<file path="config.mk">
export PLATFORM = sky130hd
export DESIGN_NAME = keypad_code_entry
export DESIGN_NICKNAME = d
export VERILOG_FILES = /design/src/rtl/keypad_code_entry_pkg.sv /design/src/rtl/keypad_code_entry_interval_timer.sv /design/src/rtl/keypad_code_entry.sv
export SDC_FILE = /design/constraint.sdc
export NUM_CORES = 1
export LEC_CHECK = 0
export ABC_AREA = 1
export ABC_CLOCK_PERIOD_IN_PS = 3400
export BUFFER_PORTS_ARGS = -buffer_cell sky130_fd_sc_hd__buf_2
export CORE_ASPECT_RATIO = 0.6
export CORE_MARGIN = 2
export CORE_UTILIZATION = 65
export CTS_CLUSTER_DIAMETER = 50
export DETAILED_ROUTE_END_ITERATION = 6
export GPL_ROUTABILITY_DRIVEN = 0
export GPL_TIMING_DRIVEN = 0
export PLACE_DENSITY = 0.86
export SYNTH_ARGS = -nofsm -noshare
export SYNTH_HDL_FRONTEND = slang
export SYNTH_HIERARCHICAL = 1
export SYNTH_SLANG_ARGS = --single-unit
</file>
<file path="constraint.sdc">
create_clock -name clk -period 3.4 [get_ports clk]
set_clock_uncertainty 0.15 [all_clocks]
set_input_delay 0.34 -clock clk [delete_from_list [all_inputs] [get_ports clk]]
set_output_delay 0.34 -clock clk [all_outputs]
set_load 0.01 [all_outputs]
</file>
<file path="src/rtl/keypad_code_entry_pkg.sv">
// Shared types and constants for the keypad code-entry block: FSM states,
// special key codes and the width of the presented access code.
package keypad_code_entry_pkg;

  typedef enum logic [2:0] {
    ST_IDLE,
    ST_ENTRY,
    ST_CHECK,
    ST_OPEN,
    ST_LOCKOUT
  } state_t;

  localparam logic [3:0] KEY_CLEAR = 4'd10;
  localparam logic [3:0] KEY_ENTER = 4'd11;
  localparam int         CODE_W    = 12;

  function automatic int max3(input int a, input int b, input int c);
    int m;
    m = (a > b) ? a : b;
    return (m > c) ? m : c;
  endfunction

endpackage

</file>
<file path="src/rtl/keypad_code_entry_interval_timer.sv">
// Loadable down-counter that stops at zero; shared by all timed states.
module interval_timer #(
  parameter int CNT_W = 8
) (
  input  logic             clk,
  input  logic             rst,
  input  logic             load,
  input  logic [CNT_W-1:0] load_val,
  output logic [CNT_W-1:0] value,
  output logic             done
);

  always_ff @(posedge clk or posedge rst) begin
    if (rst) begin
      value <= '0;
    end else if (load) begin
      value <= load_val;
    end else if (value != '0) begin
      value <= value - 1'b1;
    end
  end

  assign done = (value == '0);

endmodule

</file>
<file path="src/rtl/keypad_code_entry.sv">
// Keypad code entry: collects up to three decimal digits, presents the code
// for a one-cycle check, then drives door release or a lockout alarm.
module keypad_code_entry
  import keypad_code_entry_pkg::*;
#(
  parameter int TIMEOUT_CYCLES   = 1000,
  parameter int DOOR_OPEN_CYCLES = 200,
  parameter int MAX_FAILS        = 3,
  parameter int LOCKOUT_CYCLES   = 5000
) (
  input  logic              clk,
  input  logic              rst,
  input  logic              key_valid,
  input  logic [3:0]        key_val,
  input  logic              door_granted,
  output logic [CODE_W-1:0] access_code,
  output logic              code_valid,
  output logic              door_open,
  output logic              alarm,
  output logic [1:0]        digit_cnt
);

  localparam int MAX_IV = max3(TIMEOUT_CYCLES, DOOR_OPEN_CYCLES, LOCKOUT_CYCLES);
  localparam int CNT_W  = $clog2(MAX_IV) + 1;
  localparam int FAIL_W = $clog2(MAX_FAILS + 1);

  localparam logic [CNT_W-1:0]  TIMEOUT_LD = CNT_W'(TIMEOUT_CYCLES - 1);
  localparam logic [CNT_W-1:0]  OPEN_LD    = CNT_W'(DOOR_OPEN_CYCLES - 1);
  localparam logic [CNT_W-1:0]  LOCK_LD    = CNT_W'(LOCKOUT_CYCLES - 1);
  localparam logic [FAIL_W-1:0] FAIL_LIMIT = FAIL_W'(MAX_FAILS);

  state_t            state;
  logic [9:0]        acc;
  logic [FAIL_W-1:0] fail_cnt;
  logic [FAIL_W-1:0] fail_next;

  logic              tmr_load;
  logic [CNT_W-1:0]  tmr_load_val;
  logic [CNT_W-1:0]  tmr_value;
  logic              tmr_done;

  logic is_digit;
  logic entry_live;
  logic digit_take;

  assign is_digit   = key_valid && (key_val <= 4'd9);
  // A key arriving on the expiry edge is dropped together with the entry.
  assign entry_live = (tmr_value != '0);
  assign digit_take = entry_live && is_digit && (digit_cnt != 2'd3);
  assign fail_next  = fail_cnt + 1'b1;

  interval_timer #(
    .CNT_W(CNT_W)
  ) u_timer (
    .clk     (clk),
    .rst     (rst),
    .load    (tmr_load),
    .load_val(tmr_load_val),
    .value   (tmr_value),
    .done    (tmr_done)
  );

  always_comb begin
    tmr_load     = 1'b0;
    tmr_load_val = '0;
    case (state)
      ST_IDLE: begin
        if (is_digit) begin
          tmr_load     = 1'b1;
          tmr_load_val = TIMEOUT_LD;
        end
      end
      ST_ENTRY: begin
        if (digit_take) begin
          tmr_load     = 1'b1;
          tmr_load_val = TIMEOUT_LD;
        end
      end
      ST_CHECK: begin
        if (door_granted) begin
          tmr_load     = 1'b1;
          tmr_load_val = OPEN_LD;
        end else if (fail_next == FAIL_LIMIT) begin
          tmr_load     = 1'b1;
          tmr_load_val = LOCK_LD;
        end
      end
      default: ;
    endcase
  end

  always_ff @(posedge clk or posedge rst) begin
    if (rst) begin
      state       <= ST_IDLE;
      acc         <= '0;
      digit_cnt   <= '0;
      fail_cnt    <= '0;
      access_code <= '0;
      code_valid  <= 1'b0;
      door_open   <= 1'b0;
      alarm       <= 1'b0;
    end else begin
      case (state)
        ST_IDLE: begin
          if (is_digit) begin
            acc       <= {6'b0, key_val};
            digit_cnt <= 2'd1;
            state     <= ST_ENTRY;
          end
        end
        ST_ENTRY: begin
          if (tmr_done) begin
            acc       <= '0;
            digit_cnt <= '0;
            state     <= ST_IDLE;
          end else if (key_valid && key_val == KEY_CLEAR) begin
            acc       <= '0;
            digit_cnt <= '0;
            state     <= ST_IDLE;
          end else if (key_valid && key_val == KEY_ENTER) begin
            access_code <= {2'b0, acc};
            code_valid  <= 1'b1;
            acc         <= '0;
            digit_cnt   <= '0;
            state       <= ST_CHECK;
          end else if (digit_take) begin
            acc       <= 10'(acc * 10'd10) + {6'b0, key_val};
            digit_cnt <= digit_cnt + 2'd1;
          end
        end
        ST_CHECK: begin
          code_valid <= 1'b0;
          if (door_granted) begin
            fail_cnt  <= '0;
            door_open <= 1'b1;
            state     <= ST_OPEN;
          end else if (fail_next == FAIL_LIMIT) begin
            fail_cnt <= fail_next;
            alarm    <= 1'b1;
            state    <= ST_LOCKOUT;
          end else begin
            fail_cnt <= fail_next;
            state    <= ST_IDLE;
          end
        end
        ST_OPEN: begin
          if (tmr_done) begin
            door_open <= 1'b0;
            state     <= ST_IDLE;
          end
        end
        ST_LOCKOUT: begin
          if (tmr_done) begin
            alarm    <= 1'b0;
            fail_cnt <= '0;
            state    <= ST_IDLE;
          end
        end
        default: state <= ST_IDLE;
      endcase
    end
  end

endmodule

</file>
# Word-level counts from Yosys, hierarchy flattened
# Cells that the tools add are included.
dict set report word_totals {
  inputBits 8
  out_inout_bits 17
  register_bits 44
}
dict set report op_classes {
  n_mux 45
  bitwise 2
  eq_ne 20
  reduce_logical 21
  add_sub_neg 4
  magnitude_cmp 1
  multipliers 1
}
# cell count
set op_table {}
lappend op_table {{10-bit two-way mux} 7}
lappend op_table {{13-bit case mux with 3 select lines} 1}
lappend op_table {{14-bit two-way mux} 2}
lappend op_table {{13-bit two-way mux} 2}
lappend op_table {{3-bit two-way mux} 7}
lappend op_table {{2-bit != test (second input constant)} 10}
lappend op_table {{10-bit case mux with 2 select lines} 1}
lappend op_table {{14-bit zero test} 1}
lappend op_table {{2-bit two-way mux} 7}
lappend op_table {{14-bit nonzero test} 1}
lappend op_table {{14-bit by 1-bit subtractor with 14-bit output (second input constant)} 1}
lappend op_table {{3-bit case mux with 4 select lines} 1}
lappend op_table {{4-bit AND reduction} 3}
lappend op_table {{1-bit two-way mux} 11}
lappend op_table {{10-bit by 4-bit adder with 10-bit output} 1}
lappend op_table {{10-bit by 3-bit multiplier with 9-bit output (second input constant)} 1}
lappend op_table {{2-bit nonzero test} 5}
lappend op_table {{3-bit AND reduction} 3}
lappend op_table {{4-bit equality test (second input constant)} 2}
lappend op_table {{2-bit case mux with 2 select lines} 2}
lappend op_table {{3-bit by 2-bit equality test with 1-bit output (second input constant)} 2}
lappend op_table {{1-bit case mux with 2 select lines} 3}
lappend op_table {{1-bit logical AND} 5}
lappend op_table {{5-bit != test (second input constant)} 1}
lappend op_table {{12 further kinds} 14}

# Depth between registers and ports, before layout
# Gate-level depths: netlist of run 1.
dict set report depth {
  depth_word 9
  depth_mapped 14
}

# Cells and area by module
# The synthesis of run 1 kept the hierarchy.
# module instances area_per_inst_um2 cells_per_inst seq_area_each_um2
set modules_own_cells {}
lappend modules_own_cells {keypad_code_entry 1 2120.8 280 750.7}
lappend modules_own_cells {interval_timer 1 934.6 126 350.3}

# Least setup slack after synthesis of run 1
# Ideal clock, no wire load.
dict set report synth_timing {
  path_kind {register to register}
  start {register acc[1]}
  end {register acc[8]}
  stages_incl_launch_ff 11
  synth_period_minus_slack_ns 2.268
  arrival_ns 2.001
  n_path_buf 0
  setup_ns 0.117
  setup_slack_ns 1.132
  path_cell_list {dfrtp_1 > ha_1 > ha_1 > fa_1 > nand2_1 > inv_1 > nand4_1 > a21oi_1 > nand3_1 > nand3_1 > nand2_1}
}
dict set report synth_via {
  elab_chain_cells 7
}
# element line
set synth_lines {}
lappend synth_lines {{from (decl)} keypad_code_entry.sv:33} ;# logic [9:0] acc;
lappend synth_lines {{from (signal assigned)} keypad_code_entry.sv:106} ;# acc <= {6'b0, key_val};
lappend synth_lines {{from (signal assigned)} keypad_code_entry.sv:127} ;# acc <= 10'(acc * 10'd10) + {6'b0, key_val};
lappend synth_lines {{10-bit by 3-bit multiplier with 9-bit output} keypad_code_entry.sv:127}
lappend synth_lines {{10-bit by 4-bit adder with 10-bit output} keypad_code_entry.sv:127}
lappend synth_lines {{10-bit two-way mux} keypad_code_entry.sv:126} ;# end else if (digit_take) begin
lappend synth_lines {{10-bit two-way mux} keypad_code_entry.sv:120} ;# end else if (key_valid && key_val == KEY_ENTER) begin
lappend synth_lines {{10-bit two-way mux} keypad_code_entry.sv:116} ;# end else if (key_valid && key_val == KEY_CLEAR) begin
lappend synth_lines {{10-bit two-way mux} keypad_code_entry.sv:112} ;# if (tmr_done) begin
lappend synth_lines {{10-bit case mux with 2 select lines} keypad_code_entry.sv:103} ;# case (state)
# Every way passes these cells. The select of a mux whose other input is x is not followed.
# A chain may end at the register's enable or synchronous reset.

# Worst setup path in the final report of run 1
# Same ends and word-level chain as after synthesis.

==> results of run 1 <==
## cell families (layout without fill, tap and decap cells)
group,Yosys count,after routing
XOR/XNOR,13,13
adder cells (fa/ha/maj),19,19
AND/OR/NAND/NOR,220,220
flip-flops,44,44
buffers and inverters,56,87
multiplexers,7,7
AO/OA/AOI/OAI,46,46
other,1,7
## final timing paths
path | from | endpoint | slack [ps]
max | acc[1] | acc[8] | 830
min | door_granted | fail_cnt[0] | 230
max reg2reg | acc[1] | acc[8] | 830
min reg2reg | access_code[8] | access_code[8] | 340
max in group asynchronous | rst | acc[2] | 1700
min in group asynchronous | rst | u_timer/value[5] | 500
## worst max-delay path, stage by stage, from the launching register on
cell	delay [ps]
dfrtp_1	430
ha_1	310
ha_1	240
fa_1	550
nand2_1	90
inv_1	90
nand4_1	110
a21oi_1	240
nand3_1	110
nand3_1	100
nand2_1	50
## area by class of cell
| type | instances | share of cell area (%) |
|---|---|---|
| multi-input cells | 312 | 51.8 |
| flip-flops and latches | 44 | 32.6 |
| inverters | 50 | 5.56 |
| repair buffers | 23 | 3.56 |
| clock buffers | 6 | 2.45 |
| well taps | 63 | 2.34 |
| plain buffers | 6 | 1.26 |
| clock inverters | 2 | 0.445 |
## per-stage QoR
stage | hold slack (ps) | setup slack [ps] | utilization (%) | instance area, sq um | cells
final | 229 | 830 | 74.3 | 3370 | 506
after global routing | 276 | 668 | 74.3 | 3370 | 506
after CTS | 228 | 865 | 74.3 | 3370 | 506
after detailed placement | 285 | 834 | 71.9 | 3270 | 497
after global placement | 284 | 859 | 71.9 | 3270 | 497
after floorplan | 79.2 | 1130 | - | 3080 | 412
## power groups by stage
stage	clock network [mW]	registers (mW)	logic [mW]
2_1_floorplan	0	0.912	1.35
3_3_place_gp	0	0.934	1.67
3_5_place_dp	0	0.941	1.74
4_1_cts	0.353	0.933	1.76
5_1_grt	0.372	0.970	2.03
6_report	0.345	0.939	1.79
## metal layers
layer | vias up | part of all wire, % | global-route usage [%]
met2 | 88 | 39 | 40.9
met5 | - | 0 | 0
met3 | 4 | 7.9 | 6.47
met4 | 0 | 0.50 | 4.69
met1 | 1257 | 53 | 45.2
li1 | 1373 | - | -
## Yosys cell counts
library cell	number
nand3_1	24
buf_2	1
nand4_1	8
o21a_1	1
o21ai_1	10
ha_1	17
nor2_4	5
nand4_2	3
fa_1	2
nor3_1	5
mux2_2	6
clkinv_1	1
xnor2_1	7
a31oi_1	1
nand4_4	1
nand2_1	130
nor3_2	1
clkbuf_1	1
xor2_1	6
inv_2	3
nand3_2	1
nor3_4	1
nand2_4	1
dfrtp_1	44
nand2_2	5
a21boi_1	1
buf_4	3
mux2_4	1
o21ai_0	21
nor2_8	1
nor2_1	30
buf_6	1
conb_1	1
a21oi_1	12
nor2_2	3
or2_2	1
inv_1	46
## registers in the layout, indices dropped and copies added, names as in the netlist
signal / cells
access_code: 10
state: 3
u_timer/value: 14
acc: 10
digit_cnt: 2
door_open: 1
code_valid: 1
fail_cnt: 2
alarm: 1
==> summary by stage, run 1 <==
Setup path
The required time of the critical path is 3450 ps. The signal arrival time at the worst endpoint is 2620 ps. Counting cells, the worst reg-to-reg path comes to 10. STA classifies the critical path startpoint as a register. Along the worst path, the maximum fanout reaches 4. The setup path with the least slack is of type reg2reg.

The endpoint kind of the worst setup timing path is a register.

Layout
The repair_antennas step left the layout with diodes totalling 0. The filler cell count in the final layout is 355. Compared with the post-synthesis result, the final layout area differs by 10.4%. For this run, the post-layout net count is 469. Summing all multi-input logic gate instances after layout gives 1750 sq um.

In the layout the commonest cells are 130 x nand2_1, 46 x inv_1, 44 x dfrtp_1. The register area is 1100 sq um. The share of cells above drive strength 1 is 15.3%. The most frequent standard cell in the layout excluding fill and tap cells is nand2_1.

Global routing
The total overflow left after global routing is 0. The first-pass GRT wire length is 11800 um. The number of antenna violations at the first check in global routing came to 0. The number of global-route vias before repair is 2482. The maximum number of pins on one net before global-route repair is 31. Across every metal layer, demand over resource in global routing totals 28.6%.

Power
The analysis attributes to cell leakage a power of 1.83 nW. The total power density per cell area is 910 nW/um^2. After layout, the design draws a total of 3.07 mW.

The share of total power dissipated in the clock network is 11.2%. Summed over all nets, the switching power comes to 1.52 mW. Internal power comes to 1.56 mW. The worst-case IR drop observed on VDD is 483 uV. The fraction of power spent switching nets is 49.3%. In this run, flip-flops and latches consume 30.6% of the power. The fraction of power consumed by combinational cells is 58.2%.

STA
The final critical-path share of the clock period is 75.6%. The worst pin sits at a relative slew slack of 25.9%. The upper clock frequency limit is 0.389 GHz. The worst path needs 2570 ps of the cycle, external delays included. The final setup TNS is 0 ps. The count of final hold-check violations is 0. The transition time of the tightest slew-check pin is 1110 ps. The setup-violating endpoint count in the final report is 0. Setup repair after global routing left no endpoint under its margin.

The final max-slew violation count is 0.

Logic synthesis
The fraction of synthesized cell area taken by the top area cell type is 36.0%. The portion of the post-synthesis area used by sequential elements is 36.0%. The Yosys warning count is 6. The synthesized netlist occupies a cell area of 3060 sq um.

The adder and majority gate portion of the synthesized area is 8.27%. Ranked by total cell area, the synthesized netlist is headed by dfrtp_1 36%, nand2_1 16%, ha_1 7.0%. After synthesis, the largest family of logic cells by area is simple AND/OR/NAND/NOR gates.

After synthesis, the mean cell area works out to 7.53 sq um. Of the total synthesized cell area, the portion taken by XOR and XNOR cells is 3.73%. The biggest area contributor in the post-synthesis netlist is dfrtp_1. Synthesis produced a netlist whose cell count is 406. Counting distinct cell types in the post-synthesis netlist gives 37.

The synthesized design contains 44 register bits. Summing the areas of all compound-gate instances in the mapped netlist gives 7.74% of the synthesized area. After synthesis, the share of cell area in mux cells is 2.70%. Of the total synthesized cell area, the portion taken by AND, OR, NAND and NOR gates is 33.9%.

Drt
The detailed router finished its first iteration with 217 violations. The detail-routed via count per cell is 5.38. The final layout contains routed wiring with a total length of 6950 um. The total DRC errors in the routed layout is 0.

The average wire per cell in the routed design is 13.7 um. The number of detailed-route iterations in the first pass is 5. The via total after detailed routing is 2722.

The number of nets with antenna violations after routing is 0.

Job
The max capacitance violation total is 0.

Die
From left edge to right edge, the die measures 92.5 um. The total area inside the core boundary comes to 4540 sq um. In this run the core area contains 19 standard-cell rows.

The area enclosed by the die boundary is 5280 sq um. The initial utilization of the core area, before any placement, comes to 67.3%. From bottom edge to top edge, the die measures 57.1 um. The number of top-level pins is 25.

Clock network
The count of hold buffers inserted by post-cts repair is 1. The CTS tree is built. The clock net in this run drives a total of 44 sinks. The buffers inserted during post-CTS setup optimization is 0. TritonCTS created 5 clock buffers.

The maximum root-to-sink buffer count is 2. Clock-pin slew was measured on the worst setup and hold paths at 90 ps. The cell sitting at the root of the clock tree is a clkbuf_8. In this run, post-CTS repair resized a total of 0 instances. The depth of the CTS H-tree is 2. The clock latency on the worst-skew pair is 300 ps.

Hold path
Counting instances, the worst hold path has a depth of 4. The worst hold-check path type is in2reg.

Run status
The flow ran to the end, and the final reports show no timing, DRC or antenna violations.

Placed design
After legalization and detailed placement, the total HPWL measured 5600 um. The count of buffers from port buffering is 22.
(Power assumes the default switching activity.)
==> run 2: changes to the inputs <==
Settings changed: ABC_AREA 1 to 0, ABC_CLOCK_PERIOD_IN_PS 3400 to 2500, CORE_UTILIZATION 65 to 59, PLACE_DENSITY 0.86 to 0.79.
Clock period 3.4 ns to 2.5 ns, I/O delays scaled along.
==> run 2 against run 1 <==
  * The run now ends with negative setup slack left
  * Worst setup slack got worse by 970 ps
  * Register-to-register slack got worse by 970 ps
  * Sequential share of layout area rose by 0.97 points
  * First-iteration DRC count shrank 36%
  * Maximum frequency decreased by 2.7%
  * Flip-flop and latch count stayed put
  * Clock power up 37%
  * Largest cell class unchanged
  * Combinational power increased by 33%
  * Core utilization decreased by 2.1 points
  * Final area shrank 2.9%
==> summary by stage, run 2 <==
Run status
Result of the run: finished, violations left (was finished, final reports clean). The checks that failed: negative setup slack.

Logic synthesis
Commonest cells in the netlist: 44 x dfrtp_1, 30 x nand2_1, 27 x nor2_1 (was 130 x nand2_1, 46 x inv_1, 44 x dfrtp_1). The mean area per synthesized cell is 9.82 sq um (was 7.53 sq um). The adder and majority gate portion of the synthesized area is 9.16% (was 8.27%).

The number of enable-type register cells in the synthesized netlist came to 0 (unchanged). The portion of netlist area occupied by mux cells is 5.22% (was 2.70%). The synthesized instance count is 281 (was 406). The portion of the post-synthesis area used by sequential elements was 39.9% (was 36.0%). The unique cell type count in the Yosys netlist is 54 (was 37).

The main combinational cell family by area after synthesis is simple AND/OR/NAND/NOR gates (unchanged). The fraction of synthesized cell area taken by the top area cell type is 39.9% (was 36.0%). The cell taking the most area after synthesis is dfrtp_1 (unchanged). The fraction of synthesis flops using an asynchronous set or reset pin is 100% (unchanged). The flip-flop and latch count after synthesis is 44 (unchanged). Biggest area contributors in the synthesized netlist: dfrtp_1 40%, ha_1 7.7%, mux2_2 4.5% (was dfrtp_1 36%, nand2_1 16%, ha_1 7.0%). The share of synthesized cell area in and, or, nand and nor gates is 18.4% (was 33.9%). The fraction of the mapped netlist area in compound gates is 15.1% (was 7.74%). The most used flip-flop cell after synthesis is dfrtp_1 (unchanged). The most used standard cell by instance count after synthesis is dfrtp_1 (was nand2_1). The total standard cell area after synthesis is 2760 sq um (was 3060 sq um). The area share of xor/xnor cells in the synthesized design is 7.80% (was 3.73%).

The Yosys warning count is 6 (unchanged).

Drt
The detail-routed via count per cell is 5.75 (was 5.38). The via total after detailed routing is 2254 (was 2722). The initial DRC count came to 139 (was 217). The total DRC errors in the routed layout is 0 (unchanged). The number of nets with antenna violations after routing was 0 (unchanged).

The number of detailed-route iterations in the first pass is 5 (unchanged). The detailed-route wire length is 6130 um (was 6950 um). The average wire per cell in the routed design is 15.6 um (was 13.7 um).

Placed design
The count of buffers from port buffering is 22 (unchanged). The HPWL after detailed placement was 4330 um (was 5600 um).

Power
The total power is 4.17 mW (was 3.07 mW). The total power density per cell area is 1270 nW/um^2 (was 910 nW/um^2). The leakage power summed over all cells is 1.55 nW (was 1.83 nW).

The maximum VDD drop came to 819 uV (was 483 uV).

STA
The worst slack on hold paths is 91.3 ps (was 229 ps). The final max-slew violation count is 0 (unchanged). The transition time of the tightest slew-check pin was 590 ps (was 1110 ps).

Setup repair after global routing missed its margin: yes (was no). The worst slew margin relative to its limit is 60.4% (was 25.9%). The setup-violating endpoint count in the final report is 1 (was 0). The worst path setup slack after routing is -142 ps (was 830 ps). The count of final hold-check violations is 0 (unchanged). The final setup TNS is -142 ps (was 0 ps). The final period demand of the worst path is 2640 ps (was 2570 ps). The final critical-path share of the clock period is 106% (was 75.6%). The upper clock frequency limit came to 0.378 GHz (was 0.389 GHz).

Die
The vertical extent of the die is 57.0 um (was 57.1 um). The number of top-level pins is 25 (unchanged). The placement row count is 19 (unchanged). The area enclosed by the die boundary is 5260 sq um (was 5280 sq um). The starting density of the core is 60.8% (was 67.3%). The horizontal die dimension was 92.3 um (was 92.5 um). The placeable core region is 4540 sq um (unchanged).

Clock network
The number of buffers created by CTS is 5 (unchanged). The cell at the root of the clock tree is clkbuf_8 (unchanged). The clock latency on the worst-skew pair is 310 ps (was 300 ps).

The maximum root-to-sink buffer count is 2 (unchanged). The depth of the CTS H-tree is 2 (unchanged). The CTS tree is built (unchanged). The clock sink count is 44 (unchanged).

The clock transition time at the flip-flop clock pins of the worst setup and hold paths is 90 ps (about the same).

Layout
The number of nets at the end of the flow is 355 (was 469). The final standard cell utilization of the core is 72.2% (was 74.3%). Commonest cells after routing, fill and taps aside: 44 x dfrtp_1, 30 x nand2_1, 26 x nor2_1 (was 130 x nand2_1, 46 x inv_1, 44 x dfrtp_1). The register with the most flip-flops is u_timer/value (unchanged). The multi-input logic area is 1650 sq um (was 1750 sq um). The share of cells above drive strength 1 came to 26.7% (was 15.3%). The most frequent standard cell in the layout excluding fill and tap cells is dfrtp_1 (was nand2_1). The flip-flop count of the largest register after layout came to 14 (unchanged). The filler cell count in the final layout is 344 (was 355). The antenna diode instance count was 0 (unchanged). The register area was 1100 sq um (unchanged).

The layout overhead on the synthesized area is 18.8% (was 10.4%). Registers with the highest flip-flop counts: u_timer/value (14), acc (10), access_code (10) (unchanged).

Setup path
The kind of start point of the critical path is a register (unchanged). The most repeated library cell on the critical path is ha_1. The signal arrival time at the worst endpoint was 2700 ps (was 2620 ps). Crit path cell chain: ha_1 > ha_1 > a211oi_2 > nor2_1 > a21o_1 > a21oi_2 > xnor3_1 > a22o_1 (was ha_1 > ha_1 > fa_1 > nand2_1 > inv_1 > nand4_1 > a21oi_1 > nand3_1 > nand3_1 > nand2_1). The slowest library cell on the worst path is dfrtp_1 (was fa_1). The endpoint kind of the worst setup timing path is a register (unchanged). The kind of critical path was reg2reg (unchanged). The delay of the slowest cell on the worst path is 450 ps (was 550 ps).

The worst path buffer plus inverter count is 0 (was 1). The critical-path maximum fanout is 4 (unchanged). The top cell family by delay on the critical path was compound AO/OA/AOI/OAI gates (was adder cells). The required time of the critical path is 2560 ps (was 3450 ps).

Global routing
The maximum number of pins on one net before global-route repair is 31 (unchanged). The first-pass GRT wire length is 10100 um (was 11800 um). The global routing usage summed across all routing layers was 24.9% (was 28.6%). The number of global-route vias before repair was 2084 (was 2482).

The number of antenna violations at the first check in global routing is 0 (unchanged). The remaining global-route overflow is 0 (unchanged).

Hold path
The worst hold-check path type was in2reg (unchanged).

Job
The max capacitance violation total came to 0 (unchanged).
==> run 2: cell types whose count changed after synthesis, moves of 4 or more <==
cell     previous run  this run
a21o_1              0         4
a22o_2              0         6
inv_1              46        12
mux2_2              6        11
nand2_1           130        30
nand2_2             5         0
nand3_1            24         6
nor2_4              5         0
nor4_1              0         6
o21ai_0            21        16
o21ai_1            10         0
xnor2_1             7        13
==> run 2: routing by layer <==
layer | GRT usage, % | vias to the layer above | wire length (um)
met4 | 7.04 | 0 | 64
met1 | 39.0 | 1063 | 3110
met5 | 0 | - | 0
met3 | 5.28 | 8 | 409
li1 | - | 1093 | -
met2 | 35.2 | 90 | 2550
==> run 2: area by class of cell <==
class	count	share of cell area, %
flip-flops and latches	44	33.6
clock inverters	2	0.305
well taps	63	2.41
inverters	13	1.57
repair buffers	34	6.80
clock buffers	6	2.52
multi-input cells	219	50.5
plain buffers	11	2.33
==> run 2: through the flow <==
stage	area [sq um]	std cells	setup slack (ps)
2_1_floorplan	2800	287	16.2
3_3_place_gp	2990	372	-188
3_5_place_dp	2990	372	-230
4_1_cts	3160	386	-137
5_1_grt	3280	392	-235
6_report	3280	392	-142
==> run 2: cell families after synthesis <==
kind of cell / count (synthesis)
other cells: 1
xor+xnor: 23
mux: 13
buf+inv: 24
flops: 44
simple gates: 96
compound gates: 61
fa+ha+maj: 19
==> run 2: final timing paths <==
kind | from | endpoint | slack (ps) | cells after the start
hold reg to reg | alarm | alarm | 350 | 1
max in group asynchronous | rst | alarm | 1450 | 4
setup / recovery | acc[4] | acc[9] | -140 | 8
min in group asynchronous | rst | access_code[4] | 310 | 3
setup reg to reg | acc[4] | acc[9] | -140 | 8
hold / removal | key_val[0] | acc[0] | 90 | 2
==> run 2: repair_timing <==
item	CTS	global route
hold buffers	1	0
hold endpoints to repair	14	0
gates resized for setup	5	12
pin swaps	7	7
endpoints found under the setup margin	11	24
buffers inserted	5	5
==> run 2: worst reg2reg max path: stages, from the launching register on <==
cell and delay [ps]:
dfrtp_1 450, ha_1 350, ha_1 340, a211oi_2 210
nor2_1 100, a21o_1 200, a21oi_2 130, xnor3_1 420
a22o_1 190
==> run 2: power breakdown <==
group	switching (mW)	internal (mW)
clock	0.253	0.221
combinational	1.23	1.15
sequential	0.318	1.00
